File: src/rtl/sig_unload_shifter.sv
// Capture register for the session signature with MSB-first shift-out and
// a cycle counter that flags the last unload cycle.
module sig_unload_shifter #(
  parameter int SIG_W = 44
) (
  input  logic             clk,
  input  logic             rst,
  input  logic             clr,
  input  logic             load,
  input  logic [SIG_W-1:0] load_data,
  input  logic             shift_en,
  output logic [SIG_W-1:0] cap_reg,
  output logic             msb,
  output logic             last
);

  localparam int CNT_W = $clog2(SIG_W);

  logic [CNT_W-1:0] cnt;

  assign msb  = cap_reg[SIG_W-1];
  assign last = shift_en && (cnt == CNT_W'(SIG_W - 1));

  // Capture on load, shift left while unloading; clr only restarts the count.
  always_ff @(posedge clk or posedge rst) begin
    if (rst) begin
      cap_reg <= {SIG_W{1'b0}};
      cnt     <= {CNT_W{1'b0}};
    end else if (clr) begin
      cnt     <= {CNT_W{1'b0}};
    end else if (load) begin
      cap_reg <= load_data;
      cnt     <= {CNT_W{1'b0}};
    end else if (shift_en) begin
      cap_reg <= {cap_reg[SIG_W-2:0], 1'b0};
      cnt     <= last ? {CNT_W{1'b0}} : cnt + CNT_W'(1);
    end else begin
      cap_reg <= cap_reg;
      cnt     <= cnt;
    end
  end

endmodule

File: config.mk
export PLATFORM = sky130hd
export DESIGN_NAME = sig_unload_shifter
export DESIGN_NICKNAME = d
export VERILOG_FILES = /design/src/rtl/sig_unload_shifter.sv
export SDC_FILE = /design/constraint.sdc
export NUM_CORES = 1
export LEC_CHECK = 0
export CORE_MARGIN = 4
export CORE_UTILIZATION = 46
export CTS_CLUSTER_DIAMETER = 50
export DETAILED_ROUTE_END_ITERATION = 7
export GPL_TIMING_DRIVEN = 0
export PLACE_DENSITY = 0.84
export SLEW_MARGIN = 20
export SYNTH_ARGS = -nofsm -noshare
export SYNTH_HDL_FRONTEND = slang
export SYNTH_SLANG_ARGS = --single-unit
File: constraint.sdc
create_clock -name clk -period 3.6 [get_ports clk]
set_input_delay 0.9 -clock clk [delete_from_list [all_inputs] [get_ports clk]]
set_output_delay 0.9 -clock clk [all_outputs]
set_load 0.1 [all_outputs]
Word level (Yosys, flattened, before mapping)

Cells that the tools add are included.

Bits in registers: 50
Input port bits: 49
Output and inout bits: 46
Logic and storage cells: 15

Add/subtract/negate cells: 1
Eq/ne operators: 1
Mux-type cells: 6
Bitwise gates (word level): 1
Reductions and logical operators: 4

Operators with widths:

| cell                                                          | number |
|---|---|
| 44-bit 2-to-1 mux                                             | 2 |
| 6-bit 2-to-1 mux                                              | 4 |
| 6-bit by 1-bit adder with 6-bit output, second input constant | 1 |
| 6-bit equality test, second input constant                    | 1 |
| 3-bit nonzero test                                            | 1 |
| 2-bit AND reduction                                           | 1 |
| 2-bit nonzero test                                            | 1 |
| 1-bit logical AND                                             | 1 |
| 1-bit inverter                                                | 1 |

Logic depth before layout (Yosys ltp)

Gate-level depths: netlist of run 1.

Depth after elaboration: 6
Mapped depth: 5
Depth with buffers taken out: 4

Least setup slack after synthesis of run 1

OpenSTA, ideal clock, no wires.

Path type: in2out
Start: input shift_en
End: output last
Arrival time: 3224 ps
Data required time: 2700 ps
Setup slack: -524 ps
Cell stages on the path: 3
Path buffers: 1
Cells stage by stage: buf_6 > nand4_1 > nor3_1

Cells in the longest elaborated chain, start to end: 1

Ends and longest elaborated chain:

| what              | RTL line | RTL |
|---|---|---|
| start, declared   | 11       | `input logic shift_en,` |
| 1-bit logical AND | 22       | `assign last = shift_en && (cnt == CNT_W'(SIG_W - 1));` |
| end, declared     | 14       | `output logic last` |

No other way between the ends.

Final worst setup path of run 1

Ends and elaborated chain as after synthesis.

==> results of run 1 <==
-- report_power, final --
part | total (W) | switching [W] | internal, W | leakage (nW)
clock network | 0.000387 | 0.000179 | 0.000208 | 0.0524
registers | 0.000711 | 0.0000690 | 0.000642 | 0.635
logic | 0.000995 | 0.000748 | 0.000247 | 0.878
-- worst paths after layout --
kind | startpoint | to | slack [ns] | cells past startpoint
min | cap_reg[33] | cap_reg[33] | 0.51 | 2
max | shift_en | last | 0.24 | 5
min in group asynchronous | rst | cap_reg[27] | 0.94 | 2
max in group asynchronous | rst | cap_reg[1] | 2.14 | 3
min reg2reg | cap_reg[33] | cap_reg[33] | 0.51 | 2
max reg2reg | cnt[0] | cnt[0] | 2.20 | 4
-- critical path, stage by stage --
cell             delay [ns]
clkdlybuf4s50_1        0.50
buf_6                  0.14
nand4_1                0.16
nor3_2                 0.18
clkdlybuf4s15_2        0.58
-- cells in the final DEF (no fill, tap or decap), drive strengths merged --
cell type       n
buf            12
o21bai          1
a311o           1
or2             1
nand2b          1
o31ai           2
o21ai          44
o31a            1
nand2          49
mux2i          44
bufinv          1
ha              1
clkdlybuf4s50  93
nor2            4
nor3            1
clkdlybuf4s15   1
a41oi           1
or4b            2
a21oi           2
nand4           2
o311ai          1
nand3           2
inv             3
dfrtp          50
clkbuf         13
a311oi          1
xnor2           1
-- through the flow --
stage / power [W] / util [%]
floorplan: 0.00144 / -
global placement: 0.00170 / 70.2
detailed placement: 0.00172 / 70.6
CTS: 0.00210 / 72.8
global route: 0.00218 / 72.8
finish: 0.00209 / 72.8
-- cells by family after synthesis --
group / after synthesis
simple gates: 62
compound gates: 54
flops: 50
mux: 44
buf+inv: 20
xor+xnor: 1
fa+ha+maj: 1
-- final cells by class --
class                   count  area share, %
inverters                   3          0.319
plain buffers              17           2.59
multi-input cells         162           29.0
well taps                  67           2.38
flip-flops and latches     50           35.4
repair buffers             95           27.3
clock inverters             1          0.851
clock buffers               7           2.16
-- layer usage --
layer | GRT usage (%) | part of all wire [%] | vias up
met2 | 33.1 | 49 | 65
met4 | 3.55 | 0.38 | 0
li1 | - | - | 1009
met1 | 26.7 | 44 | 1011
met5 | 0 | 0 | -
met3 | 6.77 | 7.3 | 2
-- repair_timing --
action / 4_1_cts / 5_1_grt
endpoints found under the setup margin: 1 / 0
endpoints found under the hold margin: 0 / 0
resized for setup: 3 / 0
==> out/metrics.yaml, run 1 <==
synth:
  synthesis.area_um2: 2370
  syn_inst: 232
  synth_edf_count: 0
  async_reset_ff_share_pct: 100
  synth_xor_area_share_pct: 0.369
  ys.flop_type: "dfrtp_1"
  yosysSeqAreaShare_pct: 52.7
  synthTopCellsByCount: "50 x dfrtp_1, 49 x nand2_1, 44 x mux2i_1, 44 x o21ai_0, 7 x buf_2"
  synth_top_family_by_area: "multiplexers"
  synth_top_area_share_pct: 52.7
  syn_nets: 282
  synth_cell_types: 26
  yosys_warnings: 0
  synth_top_area_cell: "dfrtp_1"
  ys_seq_elements: 50
  synth_area_leaders: "dfrtp_1 53%, mux2i_1 19%, o21ai_0 9.3%"
  synthMuxAreaShare_pct: 18.6
  avgSynthCellArea_um2: 10.2
  yosysMostFrequentCell: "dfrtp_1"
  synthAdderAreaFrac_pct: 0.527
  synth_compound_area_share_pct: 12.6
  synthSimpleGateAreaFrac_pct: 10.9
critical_path:
  cp-end-kind: "primary output"
  setup.worst_path.class: "primary input to primary output"
  cp_max_fo: 10
  worstPathRequired_ns: 2.70
  cp-start-kind: "primary input"
  arrival_ns: 2.46
placement:
  port_buffers: 94
  hpwl_um: 4570
  place.gp.congestion: 0.835
  dp_slack_ns: -0.333
  place_inst: 394
  place_area_um2: 3420
clock_network:
  htreeDepth: 2
  path_clk_slew_ns: 0.09
  post_cts_buffers: 0
  clock-sinks: 50
  holdBufCountCts: 0
  cts_root_buf: "clkbuf_8"
  clk_path_buf_depth: 2
  cts_buffers: 5
  cts_tree: "yes"
  clock_latency_ns: 0.30
routing:
  wl_um: 6120
  vias: 2087
  avgRoutedWirePerCell_um: 15.2
  dr.pass1.iters: 4
  postRouteAntennaNets: 0
  vias_per_cell: 5.19
  drt_iter0_drc: 71
  drc_errors: 0
global_routing:
  first_global_vias: 2149
  grt_pass1_wl_um: 10200
  antenna_found_initial: 0
  globalRouteOverflowTotal: 0
  grt_max_degree: 30
  track_usage_pct: 20.3
timing:
  relSlewSlack_pct: 33.0
  period_needed_ns: 3.36
  fmax_mhz: 297
  tns_ns: 0
  finClkSkew_ns: 0.00529
  period_share_pct: 93.4
  setup_slack_ns: 0.238
  worstMarginPinSlew_ns: 1.00
  drv_slew: 0
  hold_slack_ns: 0.513
  setup-violations-final: 0
  hold_violations: 0
  rsz0062_at_grt: "false"
cells_and_area:
  final_cell_area_um2: 3530
  syn2layout_area_growth_pct: 48.8
  multi_input_area_um2: 1020
  regArea_um2: 1250
  num-nets-final: 384
  diodes: 0
  drive_gt1_share_pct: 6.57
  largest_register_ffs: 44
  stdcell_count: 402
  fill_cells: 369
job:
  maxCapViolations: 0
status:
  status: "completed"
min_path:
  hp-class: "register to register"
floorplan:
  chipWidth_um: 79.8
  start_util_pct: 48.9
  rows: 25
  coreArea_um2: 4850
  dieArea_um2: 6370
  ios: 95
  die_h_um: 79.8
power:
  p_leak_nw: 1.57
  ir_drop_mv: 0.361
  powerDensity_nw_per_um2: 593
Power figures use the tool's default switching activity.
==> run 2: changes to the inputs <==
Settings changed: CTS_BUF_LIST set to sky130_fd_sc_hd__clkbuf_8, RECOVER_POWER set to 100.
==> run 2 against run 1 <==
Compared with the run above:
- clock skew grew 0.0015 ns
- core utilization shrank 0.39 points
- routed wire length is 0.18% higher
- clock-buffer cell count decreased by 2
- final cell count stayed put
- cell area is 0.53% lower
- first-iteration DRC count increased by 46%
- clock power is 1% lower
- worst hold slack worse by 0.0040 ns
- largest cell class unchanged
- largest power group unchanged
==> out/metrics.yaml, run 2 (synthesis gave the netlist of run 1 again) <==
global_routing:
  grt_pass1_wl_um: 10200
  globalRouteOverflowTotal: 0
  antenna_found_initial: 0
  grt_max_degree: 30
  first_global_vias: 2149
  track_usage_pct: 20.3
timing:
  rsz0062_at_grt: "false"
  finClkSkew_ns: 0.00678
  drv_slew: 0
  relSlewSlack_pct: 12.7
  fmax_mhz: 296
  hold_violations: 0
  period_needed_ns: 3.37
  tns_ns: 0
  worstMarginPinSlew_ns: 1.31
  period_share_pct: 93.7
  setup_slack_ns: 0.227
  setup-violations-final: 0
critical_path:
  worst_path_largest_cell_delay_ns: 0.58
  critPathSlowestCell: "clkdlybuf4s15_2"
  r2r-start: "cnt[0]"
  arrival_ns: 2.47
  cp-end-kind: "primary output"
  r2r_end: "cnt[0]"
  cp_max_fo: 10
  critPathBufInv: 3
  setup.worst_path.class: "primary input to primary output"
  timing.critical_path.max_delay_family: "buffers and inverters"
  cp-start-kind: "primary input"
  reg2reg_slack_ns: 2.19
  cp_cell_sequence: "clkdlybuf4s50_1 -> buf_6 -> nand4_1 -> nor3_2 -> clkdlybuf4s15_2"
  rr_worst_depth: 4
  worstPathRequired_ns: 2.70
placement:
  place.gp.congestion: 0.835
  place_area_um2: 3420
  hpwl_um: 4570
  port_buffers: 94
  dp_slack_ns: -0.333
  place_inst: 394
job:
  maxCapViolations: 0
floorplan:
  ios: 95
  start_util_pct: 48.9
  rows: 25
  coreArea_um2: 4850
  chipWidth_um: 79.8
  dieArea_um2: 6370
  die_h_um: 79.8
cells_and_area:
  regArea_um2: 1250
  drive_gt1_share_pct: 4.48
  final_common_cell: "dfrtp_1"
  num-nets-final: 384
  stdcell_count: 402
  diodes: 0
  largest_register_ffs: 44
  fill_cells: 377
  mostFrequentLayoutCells: "50 x dfrtp_1, 49 x nand2_1, 47 x dlygate4sd3_1"
  multi_input_area_um2: 1020
  syn2layout_area_growth_pct: 48.0
  final_cell_area_um2: 3510
power:
  p_leak_nw: 1.63
  ir_drop_mv: 0.351
  powerDensity_nw_per_um2: 584
routing:
  wl_met1_um: 2670
  dr_wl_met2_um: 3000
  drt_iter0_drc: 104
  wl_met3_um: 438
  vias: 2112
  wl_um: 6130
  dr.pass1.iters: 4
  avgRoutedWirePerCell_um: 15.3
  drc_errors: 0
  top_layer_used: "met4"
  vias_per_cell: 5.25
  postRouteAntennaNets: 0
clock_network:
  cts_root_buf: "clkbuf_8"
  cts_buffers: 5
  htreeDepth: 2
  post_cts_buffers: 0
  clock_latency_ns: 0.30
  clk_path_buf_depth: 2
  path_clk_slew_ns: 0.08
  cts_tree: "yes"
  clock-sinks: 50
status:
  status: "completed"
min_path:
  hold_path.startpoint: "cap_reg[33]"
  hp-class: "register to register"
  holdPathEnd: "cap_reg[33]"
  min_path_cells: 2
## run 2: layout make-up
| type | instances | share of cell area, % |
|---|---|---|
| Multi-Input combinational cell | 162 | 29.2 |
| Sequential cell | 50 | 35.6 |
| Buffer | 17 | 2.28 |
| Inverter | 3 | 0.321 |
| Timing Repair Buffer | 95 | 27.2 |
| Clock buffer | 5 | 1.96 |
| Tap cell | 67 | 2.39 |
| Clock inverter | 3 | 1.07 |
## run 2: routing by layer
metal	track usage, %	vias to the layer above
li1	-	1012
met1	26.7	1028
met2	33.1	70
met3	6.77	2
met4	3.55	0
met5	0	-
## run 2: repair_timing
item                                    CTS  global route
gates resized for setup                   3             0
hold buffers                              0             0
endpoints found under the setup margin    1             0
## run 2: worst reg2reg max path, cell delays in order (launching register included)
cell and delay (ns):
dfrtp_1 0.43, ha_1 0.22, nand4_1 0.16, o311ai_0 0.37, a21oi_1 0.11
## run 2: through the flow
stage	util [%]	hold slack (ns)	power [W]
finish	72.4	0.509	0.00205
floorplan	-	0.522	0.00144
CTS	72.8	0.517	0.00210
global placement	70.2	0.486	0.00170
global route	72.4	0.537	0.00213
detailed placement	70.6	0.496	0.00172
## run 2: where the power goes
group / switching (W) / internal, W / leakage, nW
Clock: 0.000180 / 0.000203 / 0.0607
Combinational: 0.000748 / 0.000214 / 0.933
Sequential: 0.0000650 / 0.000642 / 0.635
## run 2: worst max-delay path by stage
stage                   from   end  cells after the start
floorplan           shift_en  last                      3
global placement    shift_en  last                      5
detailed placement  shift_en  last                      5
CTS                 shift_en  last                      5
global route        shift_en  last                      5
finish              shift_en  last                      5
==> run 3: changes to the inputs <==
Settings changed: CTS_BUF_LIST sky130_fd_sc_hd__clkbuf_8 to not set.
==> run 3 against run 2 <==
Compared with the run above:
- combinational power is essentially flat
- routed wire length is essentially flat
- total power up 0.27%
- clock-buffer cell count increased by 2
- critical path depth stayed put
- worst hold slack about the same
- highest routed layer unchanged
- first-iteration DRC count fell by 1.9%
- clock power is 2% higher
- final cell count unchanged
- flip-flop and latch count unchanged
==> out/metrics.yaml, run 3 (synthesis gave the netlist of run 1 again) <==
clock_network:
  clock-sinks: 50
  holdBufCountCts: 0
  clock_latency_ns: 0.30
  htreeDepth: 2
  post_cts_buffers: 0
  cts_root_buf: "clkbuf_8"
  cts_buffers: 5
  cts_tree: "yes"
  path_clk_slew_ns: 0.08
  clk_path_buf_depth: 2
timing:
  finClkSkew_ns: 0.00661
  relSlewSlack_pct: 12.7
  drv_slew: 0
  rsz0062_at_grt: "false"
  worstMarginPinSlew_ns: 1.31
  fmax_mhz: 297
  setup-violations-final: 0
  period_needed_ns: 3.37
  hold_violations: 0
  period_share_pct: 93.7
job:
  maxCapViolations: 0
routing:
  avgRoutedWirePerCell_um: 15.3
  postRouteAntennaNets: 0
  drc_errors: 0
  vias: 2108
  dr.pass1.iters: 4
  drt_iter0_drc: 102
  wl_um: 6130
  vias_per_cell: 5.24
placement:
  hpwl_um: 4570
  place.gp.congestion: 0.835
  port_buffers: 94
critical_path:
  cp_max_fo: 10
  critPathSlowestCell: "clkdlybuf4s15_2"
  arrival_ns: 2.47
  worstPathRequired_ns: 2.70
  cp-end-kind: "primary output"
  cp-start-kind: "primary input"
  cp_cell_sequence: "clkdlybuf4s50_1 -> buf_6 -> nand4_1 -> nor3_2 -> clkdlybuf4s15_2"
  setup.worst_path.class: "primary input to primary output"
  worst_path_largest_cell_delay_ns: 0.58
global_routing:
  globalRouteOverflowTotal: 0
  grt_max_degree: 30
  first_global_vias: 2149
  grt_pass1_wl_um: 10200
  track_usage_pct: 20.3
  antenna_found_initial: 0
cells_and_area:
  diodes: 0
  fill_cells: 377
  syn2layout_area_growth_pct: 48.0
  num-nets-final: 384
  finish.utilization_pct: 72.4
  drive_gt1_share_pct: 4.48
  mostFrequentLayoutCells: "50 x dfrtp_1, 49 x nand2_1, 47 x dlygate4sd3_1"
  largest_register_ffs: 44
  final_common_cell: "dfrtp_1"
floorplan:
  chipWidth_um: 79.8
  dieArea_um2: 6370
  start_util_pct: 48.9
  die_h_um: 79.8
  ios: 95
  coreArea_um2: 4850
  rows: 25
min_path:
  hp-class: "register to register"
power:
  p_leak_nw: 1.62
  ir_drop_mv: 0.351
  powerDensity_nw_per_um2: 586
  total_power_w: 0.00206
status:
  status: "completed"
[run 3: what timing repair did]
action | in CTS | in global routing
hold endpoints to repair | 0 | 0
endpoints found under the setup margin | 1 | 0
resized for setup | 3 | 0
[run 3: stage by stage]
| step | TNS, ns | hold WS (ns) | area, µm² | worst slack, ns | instances |
|---|---|---|---|---|---|
| after floorplan | 0 | 0.522 | 2380 | 0.340 | 232 |
| after global placement | -0.332 | 0.486 | 3400 | -0.332 | 393 |
| after detailed placement | -0.333 | 0.496 | 3420 | -0.333 | 394 |
| after CTS | 0 | 0.517 | 3530 | 0.239 | 402 |
| after global routing | 0 | 0.537 | 3510 | 0.114 | 402 |
| final | 0 | 0.509 | 3510 | 0.228 | 402 |
[run 3: power by group]
part | leakage [nW] | total, W | internal [W] | switching [W]
Sequential | 0.635 | 0.000707 | 0.000642 | 0.0000650
Combinational | 0.933 | 0.000962 | 0.000214 | 0.000748
Clock | 0.0524 | 0.000388 | 0.000208 | 0.000179
[run 3: final timing paths]
check                      slack, ns  cells past startpoint           to         from
hold reg to reg                 0.51                      2  cap_reg[33]  cap_reg[33]
setup reg to reg                2.20                      4       cnt[0]       cnt[0]
setup / recovery                0.23                      5         last     shift_en
max in group asynchronous       0.60                      3       cnt[5]          rst
hold / removal                  0.51                      2  cap_reg[33]  cap_reg[33]
min in group asynchronous       1.20                      2  cap_reg[27]          rst
[run 3: area by class of cell]
class / count / area, µm² / share of cell area, %
Inverter: 3 / 11.3 / 0.321
Buffer: 17 / 80.1 / 2.28
Sequential cell: 50 / 1250 / 35.6
Tap cell: 67 / 83.8 / 2.39
Clock inverter: 1 / 30.0 / 0.855
Clock buffer: 7 / 76.3 / 2.17
Timing Repair Buffer: 95 / 955 / 27.2
Multi-Input combinational cell: 162 / 1020 / 29.2
[run 3: worst max-delay path, delay by kind of cell]
family | cells | cell delay [ns]
simple gates | 2 | 0.34
buf+inv | 3 | 1.22
[run 3: layer usage]
| metal | GRT usage [%] | up-vias | part of all wire [%] |
|---|---|---|---|
| li1 | - | 1012 | - |
| met1 | 26.7 | 1024 | 43 |
| met2 | 33.1 | 70 | 49 |
| met3 | 6.77 | 2 | 7.1 |
| met4 | 3.55 | 0 | 0.38 |
| met5 | 0 | - | 0 |
